==> src/rtl/jtframe_sdram_arb_pkg.sv <==
`default_nettype none
// ============================================================================
//  Module   : jtframe_sdram_arb_pkg
//  Purpose  : Shared types for the SDRAM bank arbiter: FSM state encoding,
//             requester id type and the id reserved for the download port.
//  Contents : arb_state_e, req_id_t, PROG_ID, id_onehot()
//  Revision : 1.0  initial release
// ============================================================================
package jtframe_sdram_arb_pkg;

  typedef enum logic [1:0] {
    IDLE  = 2'd0,
    ISSUE = 2'd1,
    WAIT  = 2'd2
  } arb_state_e;

  // 0..3 are the game bank ports, 4 is the download port
  typedef logic [2:0] req_id_t;

  localparam req_id_t PROG_ID = 3'd4;

  // Maps a requester id onto {prog, ba[3:0]} so ack/rdy can be routed
  // with a single assignment and stay one-hot by construction.
  function automatic logic [4:0] id_onehot(input req_id_t id);
    logic [4:0] v;
    v = 5'b00000;
    case (id)
      3'd0:    v = 5'b00001;
      3'd1:    v = 5'b00010;
      3'd2:    v = 5'b00100;
      3'd3:    v = 5'b01000;
      PROG_ID: v = 5'b10000;
      default: v = 5'b00000;
    endcase
    return v;
  endfunction

endpackage
`default_nettype wire

==> src/rtl/jtframe_sdram_rr_pick.sv <==
`default_nettype none
// ============================================================================
//  Module   : jtframe_sdram_rr_pick
//  Purpose  : Combinational 4-way rotating priority encoder. The search
//             starts at ptr+1 and wraps, so the last winner (ptr) has the
//             lowest priority.
//  Ports    : req[3:0]  request vector
//             ptr[1:0]  index of the previous winner
//             valid     at least one request present
//             idx[1:0]  selected requester
//  Revision : 1.0  initial release
// ============================================================================
module jtframe_sdram_rr_pick (
  input  logic [3:0] req,
  input  logic [1:0] ptr,
  output logic       valid,
  output logic [1:0] idx
);

  logic [1:0] cand;

  // Walk from the lowest priority slot (ptr+4 == ptr) up to ptr+1 so the
  // last hit written is the highest priority requester.
  always_comb begin
    valid = |req;
    idx   = ptr;
    cand  = ptr;
    for (int k = 4; k >= 1; k--) begin
      cand = ptr + 2'(k);
      if (req[cand]) idx = cand;
    end
  end

endmodule
`default_nettype wire

==> src/rtl/jtframe_sdram_bank_arb.sv <==
`default_nettype none
// ============================================================================
//  Module   : jtframe_sdram_bank_arb
//  Purpose  : Shares one SDRAM command engine between the four game bank
//             ports and the ROM-download port. One transaction at a time;
//             ack/rdy are routed back to the winner as one-cycle pulses.
//  Ports    : ba*_addr/din/dsn, ba_rd, ba_wr -> bank requests (held to ack)
//             ba_ack, ba_rdy                 <- per-bank pulses
//             prog_*                         -> download port (owns engine
//                                               while downloading=1)
//             cmd_*                          <- command to engine
//             cmd_ack, cmd_rdy               -> engine handshake
//  Options  : JTFRAME_SDRAM_BA0_PRIO_EN - bank 0 wins whenever requesting,
//             bounded by STARVE consecutive grants while others wait.
//  Revision : 1.0  initial release
// ============================================================================
module jtframe_sdram_bank_arb #(
  parameter int          AW     = 22,
  parameter logic [3:0]  STARVE = 4'd15
) (
  input  logic          clk,
  input  logic          rst,
  input  logic          downloading,
  input  logic [AW-1:0] ba0_addr,
  input  logic [AW-1:0] ba1_addr,
  input  logic [AW-1:0] ba2_addr,
  input  logic [AW-1:0] ba3_addr,
  input  logic [3:0]    ba_rd,
  input  logic [3:0]    ba_wr,
  input  logic [15:0]   ba0_din,
  input  logic [15:0]   ba1_din,
  input  logic [15:0]   ba2_din,
  input  logic [15:0]   ba3_din,
  input  logic [1:0]    ba0_dsn,
  input  logic [1:0]    ba1_dsn,
  input  logic [1:0]    ba2_dsn,
  input  logic [1:0]    ba3_dsn,
  output logic [3:0]    ba_ack,
  output logic [3:0]    ba_rdy,
  input  logic [AW-1:0] prog_addr,
  input  logic [1:0]    prog_ba,
  input  logic          prog_rd,
  input  logic          prog_we,
  input  logic [15:0]   prog_data,
  input  logic [1:0]    prog_mask,
  output logic          prog_ack,
  output logic          prog_rdy,
  output logic          cmd_req,
  output logic          cmd_we,
  output logic [1:0]    cmd_ba,
  output logic [AW-1:0] cmd_addr,
  output logic [15:0]   cmd_din,
  output logic [1:0]    cmd_dsn,
  input  logic          cmd_ack,
  input  logic          cmd_rdy
);

  import jtframe_sdram_arb_pkg::*;

  arb_state_e    state_q, state_d;
  logic [1:0]    ptr_q, ptr_d;
  req_id_t       win_q, win_d;
  logic          cmd_req_q, cmd_req_d;
  logic          cmd_we_q, cmd_we_d;
  logic [1:0]    cmd_ba_q, cmd_ba_d;
  logic [AW-1:0] cmd_addr_q, cmd_addr_d;
  logic [15:0]   cmd_din_q, cmd_din_d;
  logic [1:0]    cmd_dsn_q, cmd_dsn_d;
  logic [3:0]    ba_ack_q, ba_ack_d, ba_rdy_q, ba_rdy_d;
  logic          prog_ack_q, prog_ack_d, prog_rdy_q, prog_rdy_d;
  // pend: ack and rdy arrived together, rdy still owed
  // fin : the owed rdy has been pulsed, one more cycle before IDLE
  logic          pend_q, pend_d, fin_q, fin_d;

  logic [AW-1:0] addr_a [4];
  logic [15:0]   din_a  [4];
  logic [1:0]    dsn_a  [4];

  assign addr_a = '{ba0_addr, ba1_addr, ba2_addr, ba3_addr};
  assign din_a  = '{ba0_din,  ba1_din,  ba2_din,  ba3_din};
  assign dsn_a  = '{ba0_dsn,  ba1_dsn,  ba2_dsn,  ba3_dsn};

  logic [3:0] ba_req, pick_req;
  logic       pick_valid, grant_valid;
  logic [1:0] pick_idx, bank_idx;

  assign ba_req = ba_rd | ba_wr;

`ifdef JTFRAME_SDRAM_BA0_PRIO_EN
  logic [3:0] starve_q, starve_d;
  logic       others_w, starve_hit_w;

  assign others_w     = |ba_req[3:1];
  // Once bank 0 has used up its budget, mask it so round robin serves
  // one of the waiting banks instead.
  assign starve_hit_w = others_w && (starve_q == STARVE);
  assign pick_req     = starve_hit_w ? (ba_req & 4'b1110) : ba_req;
  assign bank_idx     = (ba_req[0] && !starve_hit_w) ? 2'd0 : pick_idx;
`else
  assign pick_req     = ba_req;
  assign bank_idx     = pick_idx;
`endif

  jtframe_sdram_rr_pick u_pick (
    .req   (pick_req),
    .ptr   (ptr_q),
    .valid (pick_valid),
    .idx   (pick_idx)
  );

  assign grant_valid = downloading ? (prog_rd | prog_we) : pick_valid;

  always_comb begin
    state_d    = state_q;
    ptr_d      = ptr_q;
    win_d      = win_q;
    cmd_req_d  = cmd_req_q;
    cmd_we_d   = cmd_we_q;
    cmd_ba_d   = cmd_ba_q;
    cmd_addr_d = cmd_addr_q;
    cmd_din_d  = cmd_din_q;
    cmd_dsn_d  = cmd_dsn_q;
    pend_d     = pend_q;
    fin_d      = fin_q;
    ba_ack_d   = 4'b0000;
    ba_rdy_d   = 4'b0000;
    prog_ack_d = 1'b0;
    prog_rdy_d = 1'b0;
`ifdef JTFRAME_SDRAM_BA0_PRIO_EN
    starve_d   = starve_q;
`endif
    case (state_q)
      IDLE: begin
        if (grant_valid) begin
          state_d   = ISSUE;
          cmd_req_d = 1'b1;
          if (downloading) begin
            win_d      = PROG_ID;
            cmd_we_d   = prog_we;
            cmd_ba_d   = prog_ba;
            cmd_addr_d = prog_addr;
            cmd_din_d  = prog_data;
            cmd_dsn_d  = prog_mask;
          end else begin
            win_d      = {1'b0, bank_idx};
            ptr_d      = bank_idx;
            cmd_we_d   = ba_wr[bank_idx];   // rd+wr together is a write
            cmd_ba_d   = bank_idx;
            cmd_addr_d = addr_a[bank_idx];
            cmd_din_d  = din_a[bank_idx];
            cmd_dsn_d  = dsn_a[bank_idx];
`ifdef JTFRAME_SDRAM_BA0_PRIO_EN
            if (bank_idx == 2'd0)
              starve_d = others_w ? starve_q + 4'd1 : 4'd0;
            else
              starve_d = 4'd0;
`endif
          end
        end
      end
      ISSUE: begin
        // cmd_rdy without a prior ack is meaningless here and ignored
        if (cmd_ack) begin
          cmd_req_d                = 1'b0;
          state_d                  = WAIT;
          pend_d                   = cmd_rdy;
          {prog_ack_d, ba_ack_d}   = id_onehot(win_q);
        end
      end
      WAIT: begin
        if (fin_q) begin
          fin_d   = 1'b0;
          state_d = IDLE;
        end else if (pend_q) begin
          pend_d                 = 1'b0;
          fin_d                  = 1'b1;
          {prog_rdy_d, ba_rdy_d} = id_onehot(win_q);
        end else if (cmd_rdy) begin
          state_d                = IDLE;
          {prog_rdy_d, ba_rdy_d} = id_onehot(win_q);
        end
      end
      default: state_d = IDLE;
    endcase
  end

  always_ff @(posedge clk) begin
    if (rst) begin
      state_q    <= IDLE;
      ptr_q      <= 2'd0;
      win_q      <= 3'd0;
      cmd_req_q  <= 1'b0;
      cmd_we_q   <= 1'b0;
      cmd_ba_q   <= 2'd0;
      cmd_addr_q <= '0;
      cmd_din_q  <= 16'd0;
      cmd_dsn_q  <= 2'b11;
      ba_ack_q   <= 4'b0000;
      ba_rdy_q   <= 4'b0000;
      prog_ack_q <= 1'b0;
      prog_rdy_q <= 1'b0;
      pend_q     <= 1'b0;
      fin_q      <= 1'b0;
`ifdef JTFRAME_SDRAM_BA0_PRIO_EN
      starve_q   <= 4'd0;
`endif
    end else begin
      state_q    <= state_d;
      ptr_q      <= ptr_d;
      win_q      <= win_d;
      cmd_req_q  <= cmd_req_d;
      cmd_we_q   <= cmd_we_d;
      cmd_ba_q   <= cmd_ba_d;
      cmd_addr_q <= cmd_addr_d;
      cmd_din_q  <= cmd_din_d;
      cmd_dsn_q  <= cmd_dsn_d;
      ba_ack_q   <= ba_ack_d;
      ba_rdy_q   <= ba_rdy_d;
      prog_ack_q <= prog_ack_d;
      prog_rdy_q <= prog_rdy_d;
      pend_q     <= pend_d;
      fin_q      <= fin_d;
`ifdef JTFRAME_SDRAM_BA0_PRIO_EN
      starve_q   <= starve_d;
`endif
    end
  end

  assign ba_ack   = ba_ack_q;
  assign ba_rdy   = ba_rdy_q;
  assign prog_ack = prog_ack_q;
  assign prog_rdy = prog_rdy_q;
  assign cmd_req  = cmd_req_q;
  assign cmd_we   = cmd_we_q;
  assign cmd_ba   = cmd_ba_q;
  assign cmd_addr = cmd_addr_q;
  assign cmd_din  = cmd_din_q;
  assign cmd_dsn  = cmd_dsn_q;

endmodule
`default_nettype wire

==> config.mk <==
export PLATFORM = sky130hd
export DESIGN_NAME = jtframe_sdram_bank_arb
export DESIGN_NICKNAME = d
export VERILOG_FILES = /design/src/rtl/jtframe_sdram_arb_pkg.sv /design/src/rtl/jtframe_sdram_rr_pick.sv /design/src/rtl/jtframe_sdram_bank_arb.sv
export SDC_FILE = /design/constraint.sdc
export NUM_CORES = 1
export LEC_CHECK = 0
export BUFFER_PORTS_ARGS = -buffer_cell sky130_fd_sc_hd__buf_2
export CAP_MARGIN = 10
export CORE_AREA = 2 2 104 106
export CTS_CLUSTER_DIAMETER = 150
export DETAILED_ROUTE_END_ITERATION = 8
export DIE_AREA = 0 0 106 108
export GPL_TIMING_DRIVEN = 0
export HOLD_SLACK_MARGIN = 0.05
export PLACE_DENSITY = 0.76
export SYNTH_ARGS = -nofsm -noshare
export SYNTH_HDL_FRONTEND = slang
export SYNTH_SLANG_ARGS = --single-unit
==> constraint.sdc <==
create_clock -name clk -period 1.82 [get_ports clk]
set_input_delay 0.091 -clock clk [delete_from_list [all_inputs] [get_ports clk]]
set_output_delay 0.091 -clock clk [all_outputs]
set_load 0.005 [all_outputs]
; ---- Word-level counts from Yosys, hierarchy flattened
; Index checks and enable logic that the tools add are counted.
[classes]
magnitude_cmp = 5
bitwise_logic = 7
n_reduce_logical = 12
n_mux = 46
eq_ne = 11
n_addsub = 3
[op_table]
columns = operator, count
row1 = 22-bit 2-to-1 mux, 3
row2 = 16-bit 2-to-1 mux, 3
row3 = 22-bit binary-select mux with 2-bit select, 1
row4 = 16-bit binary-select mux with 2-bit select, 1
row5 = 5-bit one-hot mux with 5 select lines, 1
row6 = 2-bit 2-to-1 mux, 12
row7 = 1-bit 2-to-1 mux, 14
row8 = 2-bit by 3-bit < comparator with 1-bit output (second input constant), 4
row9 = 3-bit AND reduction, 3
row10 = 1-bit binary-select mux with 2-bit select, 4
row11 = 4-bit 2-to-1 mux, 2
row12 = 3-bit by 2-bit == test with 1-bit output (second input constant), 2
row13 = 2-bit != test (second input constant), 3
row14 = 3-bit != test (second input constant), 2
row15 = 2-bit one-hot mux with 3 select lines, 1
row16 = 3-bit OR reduction, 2
row17 = 2-bit adder (second input constant), 2
row18 = 2-bit binary-select mux with 2-bit select, 1
row19 = 1-bit NOT, 4
row20 = 4-bit bitwise OR, 1
row21 = 1-bit one-hot mux with 2 select lines, 2
row22 = 4-bit AND reduction, 1
row23 = 2-bit nonzero test, 2
row24 = 4-bit OR reduction, 1
row25 = 12 further kinds, 12
[totals]
register_bits = 63
out_inout_bits = 54
word_cells = 99
inputBits = 217

; ---- Depth between registers and ports, before layout
[depth]
word_depth = 11
ltp_mapped = 9
ltp_nobuf = 7

; ---- Cells and area by module
; A second synthesis with hierarchy kept.
[hier_totals]
cells_unflattened = 405
area_unflattened_um2 = 3982.6
[by_module_without_submodules]
columns = module, n_inst, area_per_inst_um2, seq_area_each_um2, cells_per_inst
row1 = jtframe_sdram_bank_arb, 1, 3900.0, 1261.2, 391
row2 = jtframe_sdram_rr_pick, 1, 82.6, 0.0, 14

; ---- Least setup slack after synthesis
; Ideal clock, no wire load.
[synth_timing]
path_kind = flip-flop to flip-flop
from = register ptr_q[0]
to = register cmd_din_q[3] (netlist: cmd_din[3])
arrival_ns = 1.890
period_less_slack_ns = 2.019
slack_ns = -0.199
required_ns = 1.691
n_path_buf = 1
setup_time_ns = 0.129
path_stages_with_launch = 8
path_cell_list = dfxtp_1 -> o21bai_1 -> o31ai_1 -> a221oi_4 -> buf_4 -> mux4_2 -> nand2_1 -> o21ai_0
[synth_via]
elab_chain_len = 11
elab_cells_between_ends = 17
cone_classes = add/sub: 3 / mux: 13 / bitwise: 1
[synth_lines]
columns = item, line
row1 = from (decl), jtframe_sdram_bank_arb.sv:61  ; logic [1:0] ptr_q, ptr_d;
row2 = from (signal assigned), jtframe_sdram_bank_arb.sv:209  ; ptr_q <= ptr_d;
row3 = 2-bit adder, jtframe_sdram_rr_pick.sv:29  ; cand = ptr + 2'(k);
row4 = 1-bit binary-select mux with 2-bit select, jtframe_sdram_rr_pick.sv:30  ; if (req[cand]) idx = cand;
row5 = 1-bit 2-to-1 mux (not written as such), jtframe_sdram_rr_pick.sv:30
row6 = 2-bit 2-to-1 mux (2 in a row), jtframe_sdram_rr_pick.sv:30
row7 = 2-bit 2-to-1 mux (*), jtframe_sdram_rr_pick.sv:30
row8 = 2-bit NOT with 3-bit output (not written as such) (*), jtframe_sdram_bank_arb.sv:150  ; cmd_din_d = din_a[bank_idx];
row9 = 16-bit binary-select mux with 2-bit select (*), jtframe_sdram_bank_arb.sv:150
row10 = 16-bit 2-to-1 mux (not written as such) (*) (2 in a row), jtframe_sdram_bank_arb.sv:150
row11 = 16-bit 2-to-1 mux (*), jtframe_sdram_bank_arb.sv:137  ; if (downloading) begin
row12 = to (signal assigned), jtframe_sdram_bank_arb.sv:215  ; cmd_din_q <= cmd_din_d;
row13 = to (decl), jtframe_sdram_bank_arb.sv:67  ; logic [15:0] cmd_din_q, cmd_din_d;
; Mark *: on every way between the ends. The rest lies on a longest branch, timed or not. The select of a mux whose other input is x is not followed.
; A chain may end at the register's enable or synchronous reset.

; ---- Final worst setup path
[layout_timing]
from = register ptr_q[0]
to = register cmd_din_q[5] (netlist: cmd_din[5])
; The elaborated chain is that of the path after synthesis.

==> flow_summary_export.csv <==
group,metric,value,unit
clock_network,numCtsBuffers,9,
die,initial_core_util,36.76,%
synthesis,synth_common_cells,"69 x nand2_1, 63 x dfxtp_1, 32 x nor2_1, 28 x a21oi_1, 25 x mux4_2",
synthesis,synth.cell_area,0.003761,sq mm
die,die_w,106,um
placement,hpwlAfterDp,12090,um
synthesis,synth_edf_count,0,
clock_network,path_clk_slew,0.08,ns
synthesis,ys_async_sr_fraction,0,%
routing,wire_per_inst,18.14,um
die,die_area,0.01145,sq mm
status,outcome,"finished with violations",
final_layout,instances_no_fill,884,
synthesis,synth_top_area_share,33.53,%
synthesis,synth_area_per_cell,9.019,sq um
synthesis,yosysMostFrequentCell,"nand2_1",
setup_path,r2r_cells,9,
sta,report.final.slew_viol_count,0,
global_routing,antenna_found_initial,1,
routing,drtAntennaViolNets,0,
synthesis,synth_seq_cells,63,
setup_path,max_stage_delay,0.37,ns
setup_path,path_delay_family,"compound AO/OA/AOI/OAI gates",
routing,drt_wl_total,16040,um
final_layout,fin_util,62.42,%
status,failed_checks,"setup timing",
die,core_area,0.01023,sq mm
sta,rsz0062_at_grt,"true",
setup_path,cp_slowest_cell,"dfxtp_4",
setup_path,path_cells,"o21bai_4, buf_4, a21boi_2, o21bai_4, buf_8, buf_4, mux4_2, nand2_1, o21ai_1",
setup_path,r2r_slack,-0.19,ns
synthesis,synth-seq-area-share,33.53,%
placement,post-place-ws,-0.5698,ns
synthesis,synthCells,417,
routing,drt_iter0_markers,249,
clock_network,clock_latency,0.35,ns
routing,drcViolationCount,0,
final_layout,nets,958,
pwr,power,5202,uW
synthesis,syn-num-nets,634,
pwr,p_leak,0.002890,uW
global_routing,gr-usage-all-layers,25.59,%
global_routing,grt_pass1_vias,4560,
pwr,ir_worst_vdd,0.4795,mV
pwr,powerDensity,814.7,mW/mm^2
setup_path,cp_num_buf_inv,3,
sta,finClkSkew,0.01802,ns
die,die-height,108,um
global_routing,grt_overflow_total,0,
setup_path,rr_endpoint,"cmd_din[5]$_SDFFE_PP0P_",
setup_path,cp.depth,9,
clock_network,tritoncts,"built",
routing,viasPerCell,5.377,
clock_network,clock_sinks,63,
setup_path,worstPathRequired,2.03,ns
min_path,hold_depth,3,
final_layout,n_fill_cell,885,
synthesis,synth_top_cell_by_area,"dfxtp_1",
die,rows,37,
sta,finalSetupViolations,41,
sta,max_slew_margin,54.06,%
sta,fmax,496.5,MHz
sta,tightest_slew,0.6891,ns
synthesis,ys.warnings.count,0,
setup_path,cp.arrival,2.22,ns
min_path,holdPathEnd,"cmd_addr[0]$_SDFFE_PP0P_",
setup_path,critPathLaunchType,"flip-flop",
clock_network,cts_root_buffer,"clkbuf_8",
sta,setup_tns,-6.144,ns
setup_path,critical_path.reg2reg.startpoint,"ptr_q[0]$_SDFFE_PP0P_",
global_routing,grt_pass1_wl,22760,um
placement,placed_cells,822,
synthesis,synth.distinct_cells,39,
synthesis,synthFlopType,"dfxtp_1",
clock_network,cts_max_level,3,
sta,setup_slack,-0.1941,ns
die,io_pins,271,
min_path,hp-start,"prog_addr[0]",
setup_path,cp_max_fo,10,
global_routing,grt_max_degree,14,
routing,firstDrtPassIters,6,
placement,portBuffers,269,
sta,period_share,110.7,%
setup_path,worstSetupEndpointType,"flip-flop",
placement,gp_congestion,0.9307,
sta,finalCriticalPeriod,2.014,ns
min_path,hp-class,"in2reg",
synthesis,synthTopCellsByArea,"dfxtp_1 34%, mux4_2 15%, nand2_1 6.9%, a211oi_2 5.3%, a22oi_1 4.6%",
setup_path,path_class,"reg2reg",
routing,vias,4753,
final_layout,syn_to_final_growth,69.79,%
sta,finalHoldViolCount,0,
clock_network,cts.path.max_buffers,2,
final_layout,drive_gt1_share,55.23,%
job,cap_viol_max_count,0,
-- metal layers --
layer | share of wire [%] | track usage (%) | vias to the layer above | routed length (um)
met2 | 52 | 46.31 | 263 | 8340
li1 | - | - | 2227 | -
met5 | 0 | 0 | - | 0
met4 | 3.0 | 9.962 | 0 | 481
met1 | 38 | 29.39 | 2215 | 6100
met3 | 7.0 | 5.847 | 48 | 1115
-- cells in the final DEF, fill, tap and decap left out, types with 5 or more instances in the layout --
cell           Yosys  layout
clkbuf_1          18      12
a22oi_1           23      23
clkbuf_8           0       9
buf_6              3      13
and2_1            15      11
a211oi_2          16      22
nor3_1             9       6
buf_4              3      13
nor2_1            32      31
mux4_2            25      25
buf_2             16     272
dlygate4sd3_1      0      24
a21oi_1           28      26
a311o_1           15      15
o21ai_1            6      21
buf_12             0       6
nand2_2            0       5
dfxtp_1           63      62
nand2_1           69      64
a211oi_1          16       8
-- metrics by stage --
step           cell area, sq um  hold WS, ns
4_1_cts                    6152      0.05256
5_1_grt                    6381      0.06541
3_3_place_gp               5316       0.3305
2_1_floorplan              3800       0.2326
3_5_place_dp               5316       0.3297
6_report                   6386      0.05654
-- worst min-delay path, cell delays in order --
cell and delay, ns:
buf_2 0.08, a22oi_1 0.07, o21ai_1 0.12
-- layout make-up --
type                            count  area [sq um]  share of cell area (%)
Timing Repair Buffer              314          1852                   29.00
Inverter                            4         15.01                  0.2351
Tap cell                          136         170.2                   2.665
Buffer                             40         342.8                   5.368
Clock inverter                      7         127.6                   1.998
Sequential cell                    63          1265                   19.81
Antenna cell                        2         5.005                 0.07837
Clock buffer                        9         123.9                   1.940
Multi-Input combinational cell    309          2485                   38.91
-- where the power goes --
group / internal (uW) / switching [uW] / leakage [uW]
Combinational: 1100 / 938 / 0.00224
Sequential: 1510 / 79.5 / 0.000518
Clock: 932 / 641 / 0.000126
Total: 3540 / 1660 / 0.00289
-- how the worst max path moves through the flow --
stage | startpoint | end | slack (ns)
after floorplan | ptr_q[0]$_SDFFE_PP0P_ | cmd_addr[11]$_SDFFE_PP0P_ | -0.06
after global placement | state_q[0]$_SDFFE_PP0P_ | cmd_dsn[1]$_SDFFE_PP1P_ | -0.48
after detailed placement | ba_rd[1] | cmd_addr[7]$_SDFFE_PP0P_ | -0.57
after CTS | ptr_q[0]$_SDFFE_PP0P_ | cmd_addr[11]$_SDFFE_PP0P_ | -0.16
after global routing | ptr_q[0]$_SDFFE_PP0P_ | cmd_din[4]$_SDFFE_PP0P_ | -0.27
final | ptr_q[0]$_SDFFE_PP0P_ | cmd_din[5]$_SDFFE_PP0P_ | -0.19
-- sequential cells by signal (all words and copies together) (netlist names) --
register / count
win_q: 3
cmd_ba: 2
ptr_q: 2
prog_ack: 1
cmd_we: 1
cmd_req: 1
prog_rdy: 1
fin_q: 1
state_q: 2
pend_q: 1
cmd_addr: 22
cmd_din: 16
ba_rdy: 4
cmd_dsn: 2
ba_ack: 4
-- timing repair --
item,4_1_cts,5_1_grt
cloned,3,3
hold buffers,24,0
resized for setup,57,41
pin swaps,5,11
buffers inserted,11,4
endpoints found under the setup margin,48,47
endpoints found under the hold margin,24,0
-- cells by family (layout without fill, tap and decap cells) --
group	after synthesis	after routing	synth area share, %
other cells	0	2	0
simple gates	143	143	17.13
buf+inv	45	374	5.921
flops	63	63	33.53
mux	26	26	15.24
compound gates	140	140	28.18
No activity file was read; power rests on OpenSTA's default activity.
